==> src/rtl/pmod_spi_arb_pkg.sv <==
// Shared types and constants for the PMOD SPI arbiter: FSM states, pin map,
// and the round-robin pick used at grant time.
package pmod_pkg;

    typedef enum logic [2:0] {
        IDLE  = 3'd0,
        SETUP = 3'd1,
        SHIFT = 3'd2,
        HOLD  = 3'd3,
        DONE  = 3'd4
    } state_t;

    localparam int PIN_CS   = 0;
    localparam int PIN_MOSI = 1;
    localparam int PIN_MISO = 2;
    localparam int PIN_SCLK = 3;

    localparam logic [3:0] PIN_OE_SPI = 4'b1011;

    // last = index of the requester served most recently; on a tie the other one wins.
    function automatic logic [1:0] rr_pick(input logic [1:0] req, input logic last);
        if (req == 2'b11) begin
            return last ? 2'b01 : 2'b10;
        end
        return req;
    endfunction

endpackage

==> src/rtl/pmod_spi_shift.sv <==
// Mode-0 data path: MSB-first transmit register, LSB-in receive register,
// and the bit counter that marks the final bit of a frame.
module pmod_spi_shift #(
    parameter int DW = 8
) (
    input  logic          clk,
    input  logic          rst_n,
    input  logic          load,
    input  logic [DW-1:0] tx,
    input  logic          shift_out,
    input  logic          sample,
    input  logic          miso,
    output logic          mosi,
    output logic [DW-1:0] rx,
    output logic          last_bit
);

    localparam int CW = $clog2(DW);

    logic [DW-1:0] tx_sr;
    logic [DW-1:0] rx_sr;
    logic [CW-1:0] cnt;

    always_ff @(posedge clk or negedge rst_n) begin
        if (!rst_n) begin
            tx_sr <= '0;
            rx_sr <= '0;
            cnt   <= '0;
        end else if (load) begin
            tx_sr <= tx;
            rx_sr <= '0;
            cnt   <= CW'(DW - 1);
        end else begin
            if (shift_out) begin
                tx_sr <= {tx_sr[DW-2:0], 1'b0};
                cnt   <= cnt - 1'b1;
            end
            if (sample) begin
                rx_sr <= {rx_sr[DW-2:0], miso};
            end
        end
    end

    assign mosi     = tx_sr[DW-1];
    assign rx       = rx_sr;
    assign last_bit = (cnt == '0);

endmodule

==> src/rtl/pmod_spi_arb.sv <==
// Two-requester round-robin SPI master (mode 0) driving PMOD pins 1-4,
// with per-pin output enables that tri-state the row when disabled.
module pmod_spi_arb
    import pmod_pkg::*;
#(
    parameter int DW   = 8,
    parameter int HALF = 2
) (
    input  logic          clk,
    input  logic          rst_n,
    input  logic          en,
    input  logic [1:0]    req,
    input  logic [DW-1:0] tx_data0,
    input  logic [DW-1:0] tx_data1,
    output logic [1:0]    gnt,
    output logic [1:0]    done,
    output logic [DW-1:0] rx_data,
    output logic          busy,
    output logic          cs_n,
    output logic          mosi,
    input  logic          miso,
    output logic          sclk,
    output logic [3:0]    pin_oe,
    output state_t        dbg_state
);

    localparam int HW = (HALF > 1) ? $clog2(HALF) : 1;

    state_t        state;
    logic [HW-1:0] hcnt;
    logic          last;
    logic          half_end;
    logic          grant_now;
    logic [1:0]    win;
    logic          load;
    logic          shift_out;
    logic          sample;
    logic          last_bit;
    logic [DW-1:0] tx_sel;
    logic [DW-1:0] rx;

    // Handshake: a requester holds req until its done pulse; gnt marks the owner
    // from SETUP through DONE, and done is a single-cycle strobe with rx_data valid.
    always_comb begin
        half_end  = (hcnt == HW'(HALF - 1));
        win       = rr_pick(req, last);
        grant_now = (state == IDLE) && en && (req != 2'b00);
        load      = grant_now;
        tx_sel    = win[1] ? tx_data1 : tx_data0;
        // sample on the rising sclk edge, present the next bit on the falling one
        sample    = (state == SHIFT) && half_end && !sclk;
        shift_out = (state == SHIFT) && half_end && sclk && !last_bit;
    end

    pmod_spi_shift #(.DW(DW)) u_shift (
        .clk       (clk),
        .rst_n     (rst_n),
        .load      (load),
        .tx        (tx_sel),
        .shift_out (shift_out),
        .sample    (sample),
        .miso      (miso),
        .mosi      (mosi),
        .rx        (rx),
        .last_bit  (last_bit)
    );

    always_ff @(posedge clk or negedge rst_n) begin
        if (!rst_n) begin
            state   <= IDLE;
            hcnt    <= '0;
            last    <= 1'b1;
            gnt     <= 2'b00;
            done    <= 2'b00;
            rx_data <= '0;
            busy    <= 1'b0;
            cs_n    <= 1'b1;
            sclk    <= 1'b0;
        end else begin
            done <= 2'b00;
            case (state)
                IDLE: begin
                    if (grant_now) begin
                        state <= SETUP;
                        gnt   <= win;
                        last  <= win[1];
                        busy  <= 1'b1;
                        cs_n  <= 1'b0;
                        hcnt  <= '0;
                    end
                end
                SETUP: begin
                    if (half_end) begin
                        state <= SHIFT;
                        hcnt  <= '0;
                    end else begin
                        hcnt <= hcnt + 1'b1;
                    end
                end
                SHIFT: begin
                    if (half_end) begin
                        hcnt <= '0;
                        if (!sclk) begin
                            sclk <= 1'b1;
                        end else begin
                            sclk <= 1'b0;
                            if (last_bit) begin
                                state <= HOLD;
                            end
                        end
                    end else begin
                        hcnt <= hcnt + 1'b1;
                    end
                end
                HOLD: begin
                    if (half_end) begin
                        state   <= DONE;
                        hcnt    <= '0;
                        cs_n    <= 1'b1;
                        done    <= gnt;
                        rx_data <= rx;
                    end else begin
                        hcnt <= hcnt + 1'b1;
                    end
                end
                DONE: begin
                    state <= IDLE;
                    gnt   <= 2'b00;
                    busy  <= 1'b0;
                end
                default: begin
                    state <= IDLE;
                end
            endcase
        end
    end

    // Enables drop the instant en falls; sequencing keeps running internally.
    assign pin_oe    = (en && rst_n) ? PIN_OE_SPI : 4'b0000;
    assign dbg_state = state;

endmodule

==> config.mk <==
export PLATFORM = sky130hd
export DESIGN_NAME = pmod_spi_arb
export DESIGN_NICKNAME = d
export VERILOG_FILES = /design/src/rtl/pmod_spi_arb_pkg.sv /design/src/rtl/pmod_spi_shift.sv /design/src/rtl/pmod_spi_arb.sv
export SDC_FILE = /design/constraint.sdc
export NUM_CORES = 1
export LEC_CHECK = 0
export ABC_CLOCK_PERIOD_IN_PS = 3500
export BUFFER_PORTS_ARGS = -buffer_cell sky130_fd_sc_hd__clkbuf_2
export CAP_MARGIN = 10
export CELL_PAD_IN_SITES_DETAIL_PLACEMENT = 1
export CELL_PAD_IN_SITES_GLOBAL_PLACEMENT = 1
export CORE_MARGIN = 2
export CORE_UTILIZATION = 43
export CTS_CLUSTER_SIZE = 40
export DETAILED_ROUTE_END_ITERATION = 10
export PLACE_DENSITY_LB_ADDON = 0.25
export SKIP_LAST_GASP = 1
export SYNTH_ARGS = -nofsm -noshare
export SYNTH_HDL_FRONTEND = slang
export SYNTH_SLANG_ARGS = --single-unit
==> constraint.sdc <==
create_clock -name clk -period 3.5 [get_ports clk]
set_clock_uncertainty 0.1 [all_clocks]
set_input_delay 0.7 -clock clk [delete_from_list [all_inputs] [get_ports clk]]
set_output_delay 0.7 -clock clk [all_outputs]
set_load 0.005 [all_outputs]
==> metrics.md, run 1 <==
| Metric | Value |
|---|---|
| Result of the run | `finished clean` |
| Fraction of registers with async set or reset after synthesis | `1.000` |
| Detailed placer's ending HPWL | `3378 µm` |
| Total via count after detailed routing | `1535` |
| Gr ovfl total | `0` |
| Maximum number of pins on one net before global-route repair | `40` |
| Htree depth | `2` |
| Detailed-router iteration count before antenna repair | `4` |
| Initial standard-cell utilization of the core | `0.4511` |
| Critical path endpoint category | `register` |
| Mapped Nets | `201` |
| Sum Neg Setup Slack | `0 ps` |
| Part of the cycle the worst path needs | `0.6356` |
| Required time worst endpoint | `~3600 ps` |
| ANT cells | `0` |
| Launching element type of the critical path | `register` |
| Critical path data arrival time | `between 2000 and 2500 ps` |
| Post-synth EDFFs | `0` |
| Pwr per Cell Area | `around 840 mW/mm²` |
| Top-level port count | `45` |
| Met1 wire length | `roughly 2000 µm` |
| Remaining routing DRC violations | `0` |
| Crit-path cells | `nand4bb_1 > nor2_2 > a22o_1` |
| Routed met2 length | `between 2000 and 3000 µm` |
| Post-CTS Resized | `0` |
| Clock Sink Count | `39` |
| Buffer levels on the longest clock path | `2` |
| Synth cell count leaders | `sky130_fd_sc_hd__nand2_1 (41), sky130_fd_sc_hd__dfrtp_1 (37), sky130_fd_sc_hd__a32oi_1 (14)` |
| Layout Area Growth over Synthesis | `16.54%` |
| Synth Cell Area | `0.001831 mm²` |
| Clock slew at reported path FFs | `70 ps` |
| CTS hold repair buffers | `0` |
| Wire per inst | `18.12 µm` |
| Worst-Margin Slew | `749.3 ps` |
| Synthesis Warnings | `0` |
| Pleak | `1.051 nW` |
| Sequential fraction of the synthesis area | `0.5345` |
| Worst setup path class | `register to register` |
| Die area | `between 0.004 and 0.005 mm²` |
| Max-cap viol count | `0` |
| Final-report hold violation count | `0` |
| Most used flip-flop cell after synthesis | `sky130_fd_sc_hd__dfrtp_1` |
| Number of distinct library cells after synthesis | `44` |
| Time the final worst path needs with I/O delays and setup | `2224 ps` |
| # nets final | `239` |
| Global placer's final weighted congestion | `roughly 0.76` |
| Max FO, Critical Path | `16` |
| Detailed-routed wire length on met3 | `221 µm` |
| Number of clock buffers inserted by TritonCTS | `5` |
| 1st-iter DRT viols | `107` |
| RSZ-0062 raised after global routing | `no` |
| Cell taking the most area after synthesis | `sky130_fd_sc_hd__dfrtp_1` |
| Minimum hold slack | `about 370 ps` |
| Placement-stage worst setup slack | `1130 ps` |
| Antenna violations before repair | `0` |
| Number of filler cells placed in the layout | `490` |
| Dominant cells by area after synthesis | `sky130_fd_sc_hd__dfrtp_1 (51%), sky130_fd_sc_hd__nand2_1 (8.4%), sky130_fd_sc_hd__a32oi_1 (6.7%), sky130_fd_sc_hd__a22o_1 (3.8%), sky130_fd_sc_hd__o21ai_0 (3.3%)` |
| Max_slew headroom | `0.4984` |
| # port buffers | `43` |
| Vias in the first global route | `1670` |
| Fraction of layout cells with a size suffix above 1 | `0.2731` |
| Number of core rows | `23` |
| Cell with the most instances after synthesis | `sky130_fd_sc_hd__nand2_1` |
| Hold/Removal Path Class | `primary input to asynchronous set/reset pin` |
| Count of placed standard cells in the final layout, fillers left out | `266` |
| Share of the synthesized area in the top cell type | `0.5058` |
| Instance count after placement with tap cells included | `approximately 260` |
| Remaining antenna violation count | `0` |
| TritonCTS clock tree | `built` |
| Max stage delay cell, worst path | `sky130_fd_sc_hd__nand4bb_1` |
| Yosys reg bits | `39` |
| Synthesized area divided by synthesized cell count | `around 10 µm²` |
| DRT Wirelength | `4820 µm` |
| Number of setup buffers added after CTS | `0` |
| Fin worst setup slack | `1276 ps` |
| Number of pins exceeding their max-slew limit in the final report | `0` |
| Chip Height | `69.25 µm` |
| First-pass GRT wire length | `8231 µm` |
| Drt via density | `5.771` |
| Final count of negative-setup-slack endpoints | `0` |
| Uppermost signal routing layer after detailed routing | `met4` |
| Maximum single-stage delay on the critical path | `760 ps` |
| Final Util | `0.5257` |
| Maximum clock rate | `449.5 MHz` |
| Largest vdd supply drop | `0.3528 mV` |
| Area inside the core boundary | `0.004058 mm²` |
| Clk_lat worst skew | `around 300 ps` |
| GRT Overall Usage | `0.2217` |
| Library cell used as clock root buffer | `sky130_fd_sc_hd__clkbuf_8` |
| Number of cells produced by synthesis | `177` |
| Die boundary width | `69.25 µm` |
==> per-layer routing <==
metal	GRT usage	vias to the layer above
li1	-	707
met1	0.2566	783
met2	0.3878	38
met3	0.05959	7
met4	0.08932	0
met5	0	-
==> critical path: cells and delay by family, from the launching register on <==
family / cells / cell delay (ps)
and+or+nand+nor: 2 / 1310
DFF: 1 / 530
AOI/OAI and AO/OA: 1 / 220
==> through the flow <==
stage | instance area, µm² | power [mW]
5_1_grt | 2133 | 1.930
3_5_place_dp | 2042 | 1.479
3_3_place_gp | 2042 | 1.414
2_1_floorplan | 1831 | 1.232
6_report | 2133 | 1.789
4_1_cts | 2133 | 1.806
==> state kept, by name (all words and copies together) (netlist names) <==
| name | flops |
|---|---|
| u_shift.cnt | 3 |
| sclk | 1 |
| busy | 1 |
| half_end | 1 |
| rx_data | 8 |
| gnt | 2 |
| cs_n | 1 |
| u_shift.rx | 8 |
| u_shift.tx_sr | 8 |
| dbg_state | 3 |
| done | 2 |
| last | 1 |
==> power by group <==
part	leakage, nW	switching [mW]	internal, mW	total (mW)
clock network	0.0482	0.158	0.159	0.317
logic	0.528	0.364	0.282	0.646
registers	0.475	0.177	0.648	0.825
==> cell families after synthesis <==
| family | after synthesis | share of synthesized area |
|---|---|---|
| buffers and inverters | 20 | 0.05673 |
| AO/OA/AOI/OAI | 49 | 0.2105 |
| other | 1 | 0.002049 |
| flip-flops | 39 | 0.5345 |
| XOR/XNOR | 2 | 0.009571 |
| adder cells (fa/ha/maj) | 2 | 0.01367 |
| AND/OR/NAND/NOR | 62 | 0.1620 |
| multiplexers | 2 | 0.01094 |
==> area by class of cell <==
| type | instances | area (µm²) | share of cell area |
|---|---|---|---|
| Tap cell | 50 | 62.56 | 0.02933 |
| Clock buffer | 7 | 86.33 | 0.04047 |
| Clock inverter | 1 | 5.005 | 0.002346 |
| Multi-Input combinational cell | 118 | 748.2 | 0.3507 |
| Sequential cell | 39 | 978.4 | 0.4586 |
| Inverter | 6 | 22.52 | 0.01056 |
| Timing Repair Buffer | 45 | 230.2 | 0.1079 |
==> final timing paths <==
path,startpoint,endpoint,slack [ps],cells after the start
setup reg to reg,dbg_state[2],u_shift.rx[0],1280,3
setup / recovery,dbg_state[2],u_shift.rx[0],1280,3
max in group asynchronous,rst_n,last,2570,2
hold reg to reg,rx_data[4],rx_data[4],380,2
min in group clk,rx_data[4],rx_data[4],380,2
hold / removal,rst_n,gnt[0],370,2
==> cells in the final DEF, fill, tap and decap left out, drive strengths merged, types with 2 or more instances in the layout <==
cell type,n
a21oi,2
a22o,8
a32oi,14
and2,2
buf,2
clkbuf,50
clkinv,2
dfrtp,37
dfstp,2
ha,2
inv,5
mux2i,2
nand2,41
nand3,2
nor2,7
o21ai,13
o311ai,2
Power figures use the tool's default switching activity.
==> inputs of run 2 (changes only) <==
--- a/config.mk
+++ b/config.mk
@@ -5,13 +5,14 @@
 export SDC_FILE = /design/constraint.sdc
 export NUM_CORES = 1
 export LEC_CHECK = 0
-export ABC_CLOCK_PERIOD_IN_PS = 3500
+export ABC_AREA = 1
+export ABC_CLOCK_PERIOD_IN_PS = 2150
 export BUFFER_PORTS_ARGS = -buffer_cell sky130_fd_sc_hd__clkbuf_2
 export CAP_MARGIN = 10
 export CELL_PAD_IN_SITES_DETAIL_PLACEMENT = 1
 export CELL_PAD_IN_SITES_GLOBAL_PLACEMENT = 1
 export CORE_MARGIN = 2
-export CORE_UTILIZATION = 43
+export CORE_UTILIZATION = 39
 export CTS_CLUSTER_SIZE = 40
 export DETAILED_ROUTE_END_ITERATION = 10
 export PLACE_DENSITY_LB_ADDON = 0.25
==> constraint.sdc (replaced) <==
create_clock -name clk -period 2.15 [get_ports clk]
set_clock_uncertainty 0.1 [all_clocks]
set_input_delay 0.43 -clock clk [delete_from_list [all_inputs] [get_ports clk]]
set_output_delay 0.43 -clock clk [all_outputs]
set_load 0.005 [all_outputs]
==> metrics.md, run 2 <==
| Metric | Value |
|---|---|
| GRT Overall Usage | `0.1665` |
| Sum Neg Setup Slack | `0 ps` |
| Clk_lat worst skew | `between 200 and 300 ps` |
| Remaining routing DRC violations | `0` |
| Cell taking the most area after synthesis | `sky130_fd_sc_hd__dfrtp_1` |
| 1st-iter DRT viols | `between 50 and 60` |
| Library cell used as clock root buffer | `sky130_fd_sc_hd__clkbuf_8` |
| Synth Cell Area | `0.001944 mm²` |
| Drt via density | `4.660` |
| Max-cap viol count | `0` |
| Htree depth | `2` |
| Sequential fraction of the synthesis area | `0.5032` |
| Clock slew at reported path FFs | `80 ps` |
| Area after detailed placement | `0.002182 mm²` |
| Dominant cells by area after synthesis | `sky130_fd_sc_hd__dfrtp_1 (48%), sky130_fd_sc_hd__nand2_1 (18%), sky130_fd_sc_hd__inv_1 (5.8%), sky130_fd_sc_hd__nand3_1 (5.4%), sky130_fd_sc_hd__o21ai_0 (3.9%)` |
| Final-report hold violation count | `0` |
| Pleak | `between 1 and 1.5 nW` |
| Most common cell after layout, fill and taps aside | `sky130_fd_sc_hd__nand2_1` |
| Detailed placer's ending HPWL | `about 3200 µm` |
| TritonCTS clock tree | `built` |
| Hold/Removal Path Class | `primary input to asynchronous set/reset pin` |
| Synth cell count leaders | `sky130_fd_sc_hd__nand2_1 (91), sky130_fd_sc_hd__dfrtp_1 (37), sky130_fd_sc_hd__inv_1 (30)` |
| Result of the run | `finished clean` |
| Launching element type of the critical path | `register` |
| Number of clock buffers inserted by TritonCTS | `5` |
| Synthesis Warnings | `0` |
| Most frequent cells in the layout | `sky130_fd_sc_hd__nand2_1 (91), sky130_fd_sc_hd__clkbuf_2 (43), sky130_fd_sc_hd__dfrtp_1 (37), sky130_fd_sc_hd__inv_1 (30), sky130_fd_sc_hd__nand3_1 (21)` |
| Start point of the critical path | `u_shift.cnt[0]` |
| Initial standard-cell utilization of the core | `0.4089` |
| Mapped Nets | `261` |
| Maximum number of pins on one net before global-route repair | `40` |
| Antenna violations before repair | `0` |
| Post-synth EDFFs | `0` |
| Maximum single-stage delay on the critical path | `350 ps` |
| Remaining antenna violation count | `0` |
| Most frequent cell on the critical path | `sky130_fd_sc_hd__ha_1` |
| DRT Wirelength | `4160 µm` |
| Total via count after detailed routing | `between 1.5k and 2k` |
| Maximum clock rate | `roughly 550 MHz` |
| Max stage delay cell, worst path | `sky130_fd_sc_hd__dfrtp_1` |
| Global placer's final weighted congestion | `between 0.7 and 0.8` |
| Final Util | `0.4837` |
| Wire per inst | `11.99 µm` |
| Number of core rows | `25` |
| Buffer levels on the longest clock path | `2` |
| Launching point of the worst reg2reg path | `u_shift.cnt[0]` |
| Synthesized area divided by synthesized cell count | `8.204 µm²` |
| Area inside the core boundary | `0.004755 mm²` |
| Final count of negative-setup-slack endpoints | `0` |
| Max FO, Critical Path | `11` |
| Die boundary width | `74.61 µm` |
| Yosys reg bits | `39` |
| Layout Area Growth over Synthesis | `18.28%` |
| Die area | `0.005567 mm²` |
| Most used flip-flop cell after synthesis | `sky130_fd_sc_hd__dfrtp_1` |
| Number of cells produced by synthesis | `roughly 240` |
| RSZ-0062 raised after global routing | `no` |
| # nets final | `303` |
| Fin worst setup slack | `333.9 ps` |
| Number of filler cells placed in the layout | `622` |
| Share of the synthesized area in the top cell type | `0.4762` |
| Instance count after placement with tap cells included | `339` |
| Clock Sink Count | `39` |
| Top-level port count | `45` |
| Number of pins exceeding their max-slew limit in the final report | `0` |
| Worst setup path class | `register to register` |
| Final std cell area, no fill | `0.002300 mm²` |
| Pwr per Cell Area | `1270 mW/mm²` |
| Critical path data arrival time | `1940 ps` |
| Fraction of registers with async set or reset after synthesis | `1.000` |
| Fraction of layout cells with a size suffix above 1 | `0.2321` |
| Detailed-router iteration count before antenna repair | `3` |
| Count of placed standard cells in the final layout, fillers left out | `347` |
| Part of the cycle the worst path needs | `0.8447` |
| Number of setup buffers added after CTS | `0` |
| Number of distinct library cells after synthesis | `23` |
| Largest vdd supply drop | `between 0.9 and 1 mV` |
| Crit-path cells | `inv_1 > ha_1 > ha_1 > nor2_1 > nand4_2 > nand2_2 > nand3_1 > nand2_1` |
| First-pass GRT wire length | `between 7000 and 8000 µm` |
| # port buffers | `43` |
| Post-CTS Resized | `0` |
| Chip Height | `74.61 µm` |
| Time the final worst path needs with I/O delays and setup | `1816 ps` |
| Critical path endpoint category | `register` |
| Placement-stage worst setup slack | `315.8 ps` |
| Cell with the most instances after synthesis | `sky130_fd_sc_hd__nand2_1` |
| Gr ovfl total | `0` |
| ANT cells | `0` |
| Vias in the first global route | `roughly 1.6k` |
| Required time worst endpoint | `2270 ps` |
| CTS hold repair buffers | `0` |
## run 2: cell count changes after synthesis, sizes merged, moves of 3 or more
cell    delta
inv       +25
nand4      +3
o22ai      +6
clkbuf     -5
o21ai      +5
a32oi     -14
a22o       -8
nand2     +52
nand3     +20
## run 2: routing by layer
layer  track usage  up-vias  share of wire
li1              -      824              -
met1        0.2158      759           0.48
met2        0.2763       25           0.47
met3       0.04016        9          0.033
met4       0.05357        0          0.017
met5             0        -              0
## run 2: critical path, delay by kind of cell, from the launching register on
family	cells	cell delay, ps
flip-flops	1	350
adder cells (fa/ha/maj)	2	390
buffers and inverters	1	50
AND/OR/NAND/NOR	5	860
## run 2: cell families (layout without fill, tap and decap cells)
family | Yosys count | after routing | share of synthesized area
adder cells (fa/ha/maj) | 2 | 2 | 0.01287
AO/OA/AOI/OAI | 25 | 25 | 0.07014
buffers and inverters | 41 | 84 | 0.1010
AND/OR/NAND/NOR | 129 | 129 | 0.3108
flip-flops | 39 | 39 | 0.5032
other | 1 | 1 | 0.001929
## run 2: final timing paths
kind                       slack [ps]  cells after the start          endpoint
setup reg to reg                  330                      8  u_shift.tx_sr[3]
setup / recovery                  330                      8  u_shift.tx_sr[3]
hold reg to reg                   370                      2              cs_n
min in group clk                  260                      3     u_shift.rx[0]
hold / removal                    120                      2      dbg_state[1]
max in group asynchronous        1470                      2              cs_n
## run 2: stage by stage
step                      power, mW  hold WS [ps]
after floorplan               1.994         34.41
after global placement        2.285         349.8
after detailed placement      2.328         362.6
after CTS                     2.972         150.9
after global routing          3.205         169.5
final                         2.920         124.8
## run 2: final cells by class
type | count | area, µm² | area share
flip-flops and latches | 39 | 978.4 | 0.4255
multi-input cells | 157 | 769.5 | 0.3346
repair buffers | 46 | 237.7 | 0.1034
inverters | 30 | 112.6 | 0.04897
well taps | 67 | 83.83 | 0.03645
clock buffers | 6 | 82.58 | 0.03591
clock inverters | 2 | 35.03 | 0.01523
## run 2: power by group
part	internal, mW	total, mW	switching (mW)
sequential	0.994	1.18	0.186
clock	0.376	0.627	0.251
combinational	0.428	1.11	0.684
